===== config.mk =====
export PLATFORM = sky130hd
export DESIGN_NAME = lsu_mem_master
export DESIGN_NICKNAME = d
export VERILOG_FILES = /design/src/rtl/lsu_mem_master.sv
export SDC_FILE = /design/constraint.sdc
export NUM_CORES = 1
export LEC_CHECK = 0
export CORE_UTILIZATION = 45
export CTS_CLUSTER_SIZE = 40
export DETAILED_ROUTE_END_ITERATION = 8
export DONT_BUFFER_PORTS = 1
export PLACE_DENSITY_LB_ADDON = 0.3
export SYNTH_ARGS = -nofsm -noshare
export SYNTH_HDL_FRONTEND = slang
export SYNTH_SLANG_ARGS = --single-unit

===== constraint.sdc =====
create_clock -name clk -period 5.9 [get_ports clk]
set_input_delay 1.18 -clock clk [delete_from_list [all_inputs] [get_ports clk]]
set_output_delay 1.18 -clock clk [all_outputs]
set_load 0.1 [all_outputs]

===== src/rtl/lsu_mem_master.sv =====
// lsu_mem_master: RV32I load/store initiator for a word-wide single-port
// data memory. Sub-word stores are done as read-modify-write. Loads are
// sign- or zero-extended. Misaligned, out-of-range and illegal-funct3
// requests get an error response without touching memory.
module lsu_mem_master #(
  parameter int unsigned MEM_BYTES = 1024
) (
  input  logic        clk,
  input  logic        rst,
  input  logic        req_valid,
  output logic        req_ready,
  input  logic        req_we,
  input  logic [2:0]  req_funct3,
  input  logic [31:0] req_addr,
  input  logic [31:0] req_wdata,
  output logic        resp_valid,
  output logic [31:0] resp_rdata,
  output logic        resp_err,
  output logic        mem_WE,
  output logic [31:0] mem_A,
  output logic [31:0] mem_WD,
  input  logic [31:0] mem_RD
);

  localparam logic [1:0] S_IDLE = 2'd0;
  localparam logic [1:0] S_RD   = 2'd1;
  localparam logic [1:0] S_WR   = 2'd2;
  localparam logic [1:0] S_RESP = 2'd3;

  localparam logic [2:0] F3_B  = 3'b000;
  localparam logic [2:0] F3_H  = 3'b001;
  localparam logic [2:0] F3_W  = 3'b010;
  localparam logic [2:0] F3_BU = 3'b100;
  localparam logic [2:0] F3_HU = 3'b101;

  logic [1:0]  state_q, state_d;
  logic        err_q;
  logic        we_q;
  logic [2:0]  f3_q;
  logic [31:0] addr_q;
  logic [31:0] wdata_q;
  logic [31:0] word_q;
  logic [31:0] rdata_q;

  logic        accept;
  logic        req_bad;

  // Classify a request: out-of-range, misaligned or illegal funct3.
  function automatic logic lsu_err(input logic we, input logic [2:0] f3,
                                   input logic [31:0] addr);
    logic e;
    e = (addr >= 32'(MEM_BYTES));
    case (f3)
      F3_B:    e = e;
      F3_H:    e = e | addr[0];
      F3_W:    e = e | (addr[1:0] != 2'b00);
      F3_BU:   e = e | we;
      F3_HU:   e = e | we | addr[0];
      default: e = 1'b1;
    endcase
    return e;
  endfunction

  // Pick the addressed lane(s) out of a memory word and extend to 32 bits.
  function automatic logic [31:0] load_ext(input logic [31:0] word,
                                           input logic [2:0] f3,
                                           input logic [1:0] lane);
    logic [7:0]  b;
    logic [15:0] h;
    b = word[8*lane +: 8];
    h = lane[1] ? word[31:16] : word[15:0];
    case (f3)
      F3_B:    return {{24{b[7]}}, b};
      F3_BU:   return {24'd0, b};
      F3_H:    return {{16{h[15]}}, h};
      F3_HU:   return {16'd0, h};
      default: return word;
    endcase
  endfunction

  // Replace only the addressed lane(s) of the captured word with store data.
  function automatic logic [31:0] store_merge(input logic [31:0] word,
                                              input logic [31:0] wdata,
                                              input logic [2:0] f3,
                                              input logic [1:0] lane);
    logic [31:0] w;
    w = word;
    case (f3)
      F3_B: w[8*lane +: 8] = wdata[7:0];
      F3_H: begin
        if (lane[1]) w[31:16] = wdata[15:0];
        else         w[15:0]  = wdata[15:0];
      end
      default: w = wdata;
    endcase
    return w;
  endfunction

  assign accept  = req_valid && (state_q == S_IDLE);
  assign req_bad = lsu_err(req_we, req_funct3, req_addr);

  // Next-state selection for the IDLE/RD/WR/RESP sequence.
  always_comb begin
    state_d = state_q;
    case (state_q)
      S_IDLE: begin
        if (accept) begin
          if (req_bad)           state_d = S_RESP;
          else if (!req_we)      state_d = S_RD;
          else if (req_funct3 == F3_W) state_d = S_WR;
          else                   state_d = S_RD;
        end
      end
      S_RD:    state_d = we_q ? S_WR : S_RESP;
      S_WR:    state_d = S_RESP;
      default: state_d = S_IDLE;
    endcase
  end

  // Control state; async reset abandons any transaction in flight.
  always_ff @(posedge clk or posedge rst) begin
    if (rst) begin
      state_q <= S_IDLE;
      err_q   <= 1'b0;
    end else begin
      state_q <= state_d;
      if (accept) err_q <= req_bad;
    end
  end

  // Request capture and read-data capture; gated onto outputs by state.
  always_ff @(posedge clk) begin
    if (accept) begin
      we_q    <= req_we;
      f3_q    <= req_funct3;
      addr_q  <= req_addr;
      wdata_q <= req_wdata;
      rdata_q <= 32'd0;
    end else if (state_q == S_RD) begin
      word_q  <= mem_RD;
      rdata_q <= we_q ? 32'd0 : load_ext(mem_RD, f3_q, addr_q[1:0]);
    end
  end

  // Outputs decode from state so reset forces them low immediately.
  assign req_ready  = (state_q == S_IDLE);
  assign mem_WE     = (state_q == S_WR);
  assign mem_A      = ((state_q == S_RD) || (state_q == S_WR)) ?
                      {addr_q[31:2], 2'b00} : 32'd0;
  assign mem_WD     = (state_q == S_WR) ?
                      store_merge(word_q, wdata_q, f3_q, addr_q[1:0]) : 32'd0;
  assign resp_valid = (state_q == S_RESP);
  assign resp_rdata = (state_q == S_RESP) ? rdata_q : 32'd0;
  assign resp_err   = (state_q == S_RESP) && err_q;

endmodule


==> results.md, run 1 <==
- Min-Delay Path Class: flip-flop to flip-flop
- H-tree depth: 4
- Total grt overflow: 0
- Crit path largest cell delay: 1010 ps
- Register area share after synthesis: 57.8%
- Worst EP required: 4720 ps
- Skew-Pair Late Insertion Delay: 430 ps
- Async SR Flop Fraction: 2.22%
- First-pass GRT wire length: 25400 um
- Sinks on Clock Net: 135
- Die Wd: 122 um
- Layout cell share with drive strength beyond 1: 21.8%
- Most frequent cells in the layout: 100 x edfxtp_1, 64 x and2_1, 36 x nand2_1, 36 x buf_4, 32 x dfxtp_1
- Initial antenna violation count: 1
- Fin crit share: 75.1%
- Hold Buf Count CTS: 0
- CTS Buf Count: 17
- Most used DFF post-synth: edfxtp_1
- Mapped cell area: 6430 um2
- Vias per cell: 6.12
- Vias in the first global route: 4364
- CP max-delay cell: edfxtp_1
- Startpoint Class: flip-flop
- FF-to-FF Start: state_q[0]
- Worst-Margin Slew: 1070 ps
- Critical Path Start: f3_q[0]
- WL final: 17200 um
- Minimum clock period: 4430 ps
- EDFF count, synth: 100
- Die ar.: 14800 um2
- Clock root buffer master: clkbuf_16
- Port Buf Inserts: 0
- Crit. End Element: primary output
- CTS resizes: 0
- FILL cells: 1175
- Worst-path clk slew: 60 ps
- Post-CTS Setup Inserts: 0
- Worst relative slew slack: 28.9%
- Netlist cell types: 50
- Net count, final: 647
- Reg-to-reg slack, setup: 2810 ps
- P&R area growth vs syn: 14.9%
- Total number of vias: 4452
- Fin. Hold Viols: 0
- I/O pin cnt: 203
- Pins Over Slew Limit: 0
- Wirelength per Cell: 23.7 um
- Largest net degree at the start of global routing: 80
- 1st-iter DRT viols: 563
- CP Class: flip-flop to primary output
- Post-Syn Area per Cell: 12.5 um2
- Post-DP HPWL: 12200 um
- Cell Chain, Critical Path: inv_1 -> nor3_1 -> a222oi_1 -> a21boi_2 -> buf_4
- Post-route setup TNS: 0 ps
- Commonest non-fill, non-tap cell in the layout: edfxtp_1
- Ant diodes: 0
- First-pass DRT Iterations: 6
- Total GRT Usage: 23.7%
- Yosys warns: 0
- Buf/Inv on CP: 2
- RSZ-0062 raised after global routing: no
- Core Area: 13900 um2
- Max_cap viols: 0
- CTS max path bufs: 2
- Outcome: completed
- Maximum clock frequency: 226 MHz
- Crit Path Max Fanout: 30
- Crit path depth: 5
- Starting density of the core: 46.2%
- Crit-path leading delay family: flip-flops
- Skew final: 7.21 ps
- R2r endpoint: rdata_q[24]
- DIE HEIGHT: 122 um
- TritonCTS clock tree: yes
- Endpoints failing setup: 0
- Syn Inst Count: 514
- Flops & latches, synth: 135
- Worst setup endpoint: mem_WD[30]
- Register-to-Register Path Depth: 7
- RePlAce Congestion: 0.822
- Drc violations: 0
- Min-Delay Path Depth: 2
- Worst EP arrival: 3250 ps
- ANT nets after route: 0
- FP Rows: 43
-- final cells by class --
| type | instances | area (um2) | area share [%] |
|---|---|---|---|
| Timing Repair Buffer | 37 | 275 | 3.73 |
| Inverter | 8 | 30.0 | 0.406 |
| Multi-Input combinational cell | 335 | 2580 | 34.9 |
| Clock inverter | 15 | 135 | 1.83 |
| Clock buffer | 17 | 425 | 5.76 |
| Tap cell | 180 | 225 | 3.05 |
| Sequential cell | 135 | 3720 | 50.3 |
-- worst min-delay path by stage --
stage                      startpoint     endpoint
after floorplan           rdata_q[10]  rdata_q[10]
after global placement    rdata_q[12]  rdata_q[12]
after detailed placement  rdata_q[13]  rdata_q[13]
after CTS                 rdata_q[15]  rdata_q[15]
after global routing      rdata_q[10]  rdata_q[10]
final                     rdata_q[15]  rdata_q[15]
-- kinds of logic after synthesis --
| family | count (synthesis) | share of synthesized area (%) |
|---|---|---|
| buffers and inverters | 45 | 3.81 |
| multiplexers | 24 | 4.08 |
| AND/OR/NAND/NOR | 157 | 14.5 |
| AO/OA/AOI/OAI | 142 | 17.8 |
| adder cells (fa/ha/maj) | 10 | 1.95 |
| other | 1 | 0.0583 |
| flip-flops | 135 | 57.8 |
-- per-layer routing --
layer	track usage (%)	up-vias	routed length, um
met3	9.64	27	1880
met5	0	-	0
met1	28.9	2166	6710
li1	-	2018	-
met4	9.65	0	362
met2	37.1	241	8290
-- cells in the mapped netlist, drive strengths merged (5+ instances only) --
| master | number | area share (%) |
|---|---|---|
| edfxtp | 100 | 47 |
| and2 | 65 | 6.3 |
| nand2 | 36 | 2.1 |
| dfxtp | 32 | 10 |
| a221o | 27 | 4.2 |
| o21ai | 22 | 1.7 |
| nor2b | 20 | 2.2 |
| clkbuf | 19 | 1.1 |
| buf | 18 | 2.2 |
| mux2i | 18 | 2.8 |
| a21boi | 16 | 1.9 |
| a222oi | 12 | 1.9 |
| a21oi | 11 | 0.86 |
| nand2b | 11 | 1.1 |
| ha | 10 | 1.9 |
| a211o | 9 | 1.2 |
| a221oi | 9 | 1.2 |
| a22oi | 9 | 1.1 |
| nor2 | 9 | 0.53 |
| inv | 8 | 0.47 |
| o221ai | 8 | 1.1 |
| nor4 | 7 | 1.1 |
| o22ai | 7 | 0.68 |
| mux2 | 5 | 0.93 |
-- through the flow --
stage | instance area (um2) | utilization (%) | setup WS (ps) | cells | hold WS [ps]
2_1_floorplan | 6440 | - | 698 | 515 | 407
3_3_place_gp | 6820 | 49.0 | 1830 | 694 | 421
3_5_place_dp | 6820 | 49.0 | 1640 | 694 | 424
4_1_cts | 7380 | 53.0 | 1150 | 726 | 439
5_1_grt | 7390 | 53.0 | 1180 | 727 | 468
6_report | 7390 | 53.0 | 1470 | 727 | 437
-- state kept, by name, summed over array words and instances (netlist names) --
register	cells
addr_q	32
err_q	1
f3_q	3
rdata_q	32
state_q	2
wdata_q	32
we_q	1
word_q	32
-- tightest hold or removal path, stage by stage, from the launching register on --
cell     delay [ps]
dfxtp_1         310
nand2_1          50
nand2_1          40
Power of run 1 is not shown: default switching activity piles up to over one toggle a cycle in this logic, so the estimate is an artifact.
==> inputs of run 2 (changes only) <==
- clock period: 5.9 -> 3.8 ns (I/O delays scaled with it)
==> run 2 against run 1 <==
Effect of this change: clock-buffer cell count increased by 2; worst hold slack lost 340 ps; cell count increased by 9.5%; register-to-register slack worse by 1800 ps; highest routed layer unchanged; wire length grew 2.7%; critical path depth up 2; largest cell class unchanged; worst setup slack worse by 1200 ps.
==> results.md, run 2 (synthesis gave the netlist of run 1 again) <==
- 1st-iter DRT viols: 743 (was 563)
- CTS resizes: 0 (unchanged)
- Worst EP required: 3040 ps (was 4720 ps)
- FP Rows: 43 (unchanged)
- Sinks on Clock Net: 135 (unchanged)
- Layout cell share with drive strength beyond 1: 29.8% (was 21.8%)
- Wirelength per Cell: 22.2 um (was 23.7 um)
- Initial antenna violation count: 1 (unchanged)
- CP max-delay cell: edfxtp_1 (unchanged)
- Outcome: completed (unchanged)
- Post-DP HPWL: 12700 um (was 12200 um)
- Area occupied by multi-input gates: 2580 um2 (unchanged)
- First-pass GRT wire length: 26800 um (was 25400 um)
- CTS Buf Count: 17 (unchanged)
- Finished Layout Cells: 796 (was 727)
- CTS max path bufs: 2 (unchanged)
- Maximum clock frequency: 283 MHz
- WL final: 17700 um (was 17200 um)
- Starting density of the core: 46.2% (unchanged)
- Commonest non-fill, non-tap cell in the layout: edfxtp_1 (unchanged)
- I/O pin cnt: 203 (unchanged)
- Register area: 3720 um2 (unchanged)
- ANT nets after route: 0 (unchanged)
- Worst EP arrival: 2770 ps (was 3250 ps)
- DIE HEIGHT: 122 um (unchanged)
- Skew-Pair Late Insertion Delay: 420 ps (was 430 ps)
- P&R area growth vs syn: 29.4% (was 14.9%)
- H-tree depth: 4 (unchanged)
- Total GRT Usage: 24.7% (was 23.7%)
- Largest net degree at the start of global routing: 45 (was 80)
- Post-CTS Setup Inserts: 0 (unchanged)
- Register-to-Register Path Depth: 7 (unchanged)
- CP Class: flip-flop to primary output (unchanged)
- Crit. End Element: primary output (unchanged)
- Fin. Hold Viols: 0 (unchanged)
- Vias per cell: 5.94 (was 6.12)
- Worst-path clk slew: 60 ps (about the same)
- Net count, final: 715 (was 647)
- Minimum clock period: 3530 ps
- RSZ-0062 raised after global routing: no (unchanged)
- Startpoint Class: flip-flop (unchanged)
- Endpoints failing setup: 0 (unchanged)
- Total number of vias: 4729 (was 4452)
- Total grt overflow: 0 (unchanged)
- Crit path largest cell delay: 550 ps (was 1010 ps)
- TritonCTS clock tree: yes (unchanged)
- Drc violations: 0 (unchanged)
- Skew final: 5.94 ps (was 7.21 ps)
- FILL cells: 1094 (was 1175)
- RePlAce Congestion: 0.848 (was 0.822)
- Core Area: 13900 um2 (unchanged)
- Fin crit share: 92.9%
- Worst-Margin Slew: 706 ps (was 1070 ps)
- Die Wd: 122 um (unchanged)
- Min-Delay Path Class: primary input to async pin (was flip-flop to flip-flop)
- Clock root buffer master: clkbuf_16 (unchanged)
- Post-Place Cells: 763 (was 694)
- Max_cap viols: 0 (unchanged)
- Most frequent cells in the layout: 100 x edfxtp_1, 73 x buf_4, 64 x and2_1 (was 100 x edfxtp_1, 64 x and2_1, 36 x nand2_1, 36 x buf_4, 32 x dfxtp_1)
- Post-route setup TNS: 0 ps (unchanged)
- Die ar.: 14800 um2 (unchanged)
- Pins Over Slew Limit: 0 (unchanged)
- Cell Chain, Critical Path: inv_1 -> ha_1 -> nand4bb_1 -> o211ai_1 -> a22oi_1 -> nor2b_2 -> buf_12 (was inv_1 -> nor3_1 -> a222oi_1 -> a21boi_2 -> buf_4)
- Hold Buf Count CTS: 0 (unchanged)
- Crit Path Max Fanout: 10 (was 30)
- Vias in the first global route: 4748 (was 4364)
- Port Buf Inserts: 0 (unchanged)
- First-pass DRT Iterations: 7 (was 6)
- Worst relative slew slack: 52.9% (was 28.9%)
==> run 2: cell types whose count changed in the layout (fill, tap and decap cells not counted), sizes merged <==
cell	previous run	this run
buf	36	105
bufinv	0	2
clkbuf	18	19
clkinv	3	5
clkinvlp	3	2
diode	0	1
inv	17	12
==> run 2: routing by layer <==
metal | vias up | track usage, % | part of all wire, %
li1 | 2155 | - | -
met1 | 2264 | 31.1 | 40
met2 | 276 | 39.0 | 47
met3 | 34 | 8.85 | 11
met4 | 0 | 9.57 | 2.5
met5 | - | 0 | 0
==> run 2: worst max-delay path: cells and delay by family (launching register included) <==
kind / cells / cell delay, ps
AOI/OAI and AO/OA: 2 / 750
and+or+nand+nor: 2 / 330
adders and majority gates: 1 / 340
buffers and inverters: 2 / 360
DFF: 1 / 550
==> run 2: layout make-up <==
type	count	share of cell area [%]
repair buffers	105	14.3
well taps	180	2.71
multi-input cells	335	31.0
flip-flops and latches	135	44.7
inverters	8	0.361
diodes	1	0.0301
clock buffers	19	5.20
clock inverters	13	1.73
==> run 2: stage by stage <==
stage	setup slack, ps	cell area [um2]	utilization (%)	hold slack (ps)
5_1_grt	42.0	8320	59.7	78.7
3_3_place_gp	774	7740	55.6	421
2_1_floorplan	-246	6510	-	407
3_5_place_dp	739	7740	55.6	425
4_1_cts	286	8320	59.7	86.0
6_report	272	8320	59.7	92.3
==> run 2: final timing paths <==
check	slack, ps	end	start
min in group clk	430	f3_q[2]	req_funct3[2]
setup / recovery	270	mem_WD[5]	addr_q[0]
hold / removal	90	err_q	rst
hold reg to reg	440	rdata_q[10]	rdata_q[10]
setup reg to reg	1060	rdata_q[26]	state_q[0]
max in group asynchronous	3580	state_q[1]	rst
Power of run 2 is left out for the same reason.
==> RTL change, RTL diff (flow settings as in run 2) <==
Put a register stage on the output `resp_err`, with the module's reset. The value now appears one clock later. The other outputs are not delayed to match.
--- a/src/rtl/lsu_mem_master.sv
+++ b/src/rtl/lsu_mem_master.sv
@@ -152,5 +152,11 @@
   assign resp_valid = (state_q == S_RESP);
   assign resp_rdata = (state_q == S_RESP) ? rdata_q : 32'd0;
-  assign resp_err   = (state_q == S_RESP) && err_q;
+  always_ff @(posedge clk or posedge rst) begin
+    if (rst) begin
+      resp_err <= '0;
+    end else begin
+      resp_err <= (state_q == S_RESP) && err_q;
+    end
+  end
 
 endmodule
Check against the original RTL: not equivalent (a bounded check fails within 4 cycles, from zero or initial values and one cycle with rst high).
==> RTL change against run 2 <==
  * Wire length up 3.0%
  * Sequential cell count grew 1
  * Design area increased by 1.5%
  * Area after synthesis increased by 0.53%
  * Worst setup slack got worse by 0.040 ns
  * Count of clock-buffer cells in the layout rose by 1
  * Critical endpoint is now mem_WD[18]
Power is not shown: default switching activity piles up to over one toggle a cycle in this logic, so the estimate is an artifact.
==> RTL change: results (changes against run 2) <==
| Metric | Value |
|---|---|
| Result of the run | finished, final reports clean |
| Met2 GRT Util | 38.2% (-0.79 points) |
| Number of design-rule violations left by the first detailed-router iteration | 483 (-35%) |
| Number of multi-input combinational cells | 338 (+0.90%) |
| Top cells by area, synth | sky130_fd_sc_hd__edfxtp_1 46%, sky130_fd_sc_hd__dfxtp_1 9.9%, sky130_fd_sc_hd__and2_1 6.3%, sky130_fd_sc_hd__a221o_1 3.6%, sky130_fd_sc_hd__a22oi_1 2.9% |
| Arrival @ worst endpoint | 2.81 ns (+0.04 ns) |
| Global-route met3 utilization | 7.91% (-0.94 points) |
| Final RePlAce weighted congestion | 0.873 (+2.8%) |
| Area used by multi-input combinational logic | 2580 um2 (about the same) |
| Final net count | 725 (+1.4%) |
| Maximum number of pins on one net before global-route repair | 44 (-2.2%) |
| Inverters | 9 (+1) |
| First-pass detailed-route iteration total | 5 (-2) |
| Met1 Track Usage GR | 34.8% (+3.7 points) |
| Clock sink count | 136 (+0.74%) |
| Startpoint of the worst-slack reg-to-reg timing path | state_q[1]$_DFFE_PP0P_ |
| Number of standard cells in the final layout excluding fillers | 806 (+1.3%) |
| Fraction of synthesized area in multiplexers | 4.18% (+0.095 points) |
| Via count of the first global-routing pass | 4,695 (-1.1%) |
| Clock Buffer Count | 20 (+1) |
| Share of the yosys chip area belonging to registers | 57.9% (+0.085 points) |
| Total routing usage reported by global routing | 25.5% (+0.73 points) |
| Synth top cells by count | 100 x sky130_fd_sc_hd__edfxtp_1, 65 x sky130_fd_sc_hd__and2_1, 32 x sky130_fd_sc_hd__dfxtp_1 |
| Proportion of netlist area held by the largest area contributor | 46.4% (-0.24 points) |
| Fill cell count | 1,068 (-2.4%) |
| Cell count after synthesis | 521 (+1.4%) |
| Skew final | 0.00694 ns (+0.000997 ns) |
| Post-detailed-routing wire length | 18.2 mm (+3.0%) |
## RTL change: cell count changes in the layout (fill, tap and decap cells not counted), moves of 3 or more
| cell | before | now |
|---|---|---|
| sky130_fd_sc_hd__nand2_1 | 36 | 28 |
| sky130_fd_sc_hd__a222oi_1 | 12 | 7 |
| sky130_fd_sc_hd__a22oi_1 | 9 | 25 |
| sky130_fd_sc_hd__buf_4 | 73 | 78 |
| sky130_fd_sc_hd__o21ai_0 | 22 | 19 |
| sky130_fd_sc_hd__bufinv_16 | 2 | 5 |
| sky130_fd_sc_hd__a221o_1 | 27 | 23 |
## RTL change: worst max-delay path: stages, from the launching register on
cell	delay [ns]
sky130_fd_sc_hd__edfxtp_1	0.45
sky130_fd_sc_hd__inv_1	0.16
sky130_fd_sc_hd__ha_1	0.40
sky130_fd_sc_hd__nor4bb_1	0.36
sky130_fd_sc_hd__buf_4	0.23
sky130_fd_sc_hd__a221oi_1	0.09
sky130_fd_sc_hd__a211o_1	0.30
sky130_fd_sc_hd__a21boi_2	0.20
sky130_fd_sc_hd__buf_12	0.20
## RTL change: final timing paths
path | slack, ns | to | cells past startpoint
worst max-delay path | 0.23 | mem_WD[18] | 8
worst min-delay path | 0.11 | err_q$_DFFE_PP0P_ | 1
max in group asynchronous | 3.54 | state_q[1]$_DFFE_PP0P_ | 1
worst max register to register | 0.93 | rdata_q[31]$_SDFFE_PP0N_ | 6
worst min register to register | 0.44 | rdata_q[14]$_SDFFE_PP0N_ | 2
min in group clk | 0.43 | addr_q[22]$_DFFE_PP_ | 0
## RTL change: through the flow
stage	hold WS (ns)	TNS, ns	setup WS (ns)
floorplan	0.407	-0.415	-0.415
global placement	0.421	0	0.743
detailed placement	0.426	0	0.654
CTS	0.0995	0	0.171
global route	0.103	0	0.0481
finish	0.110	0	0.231
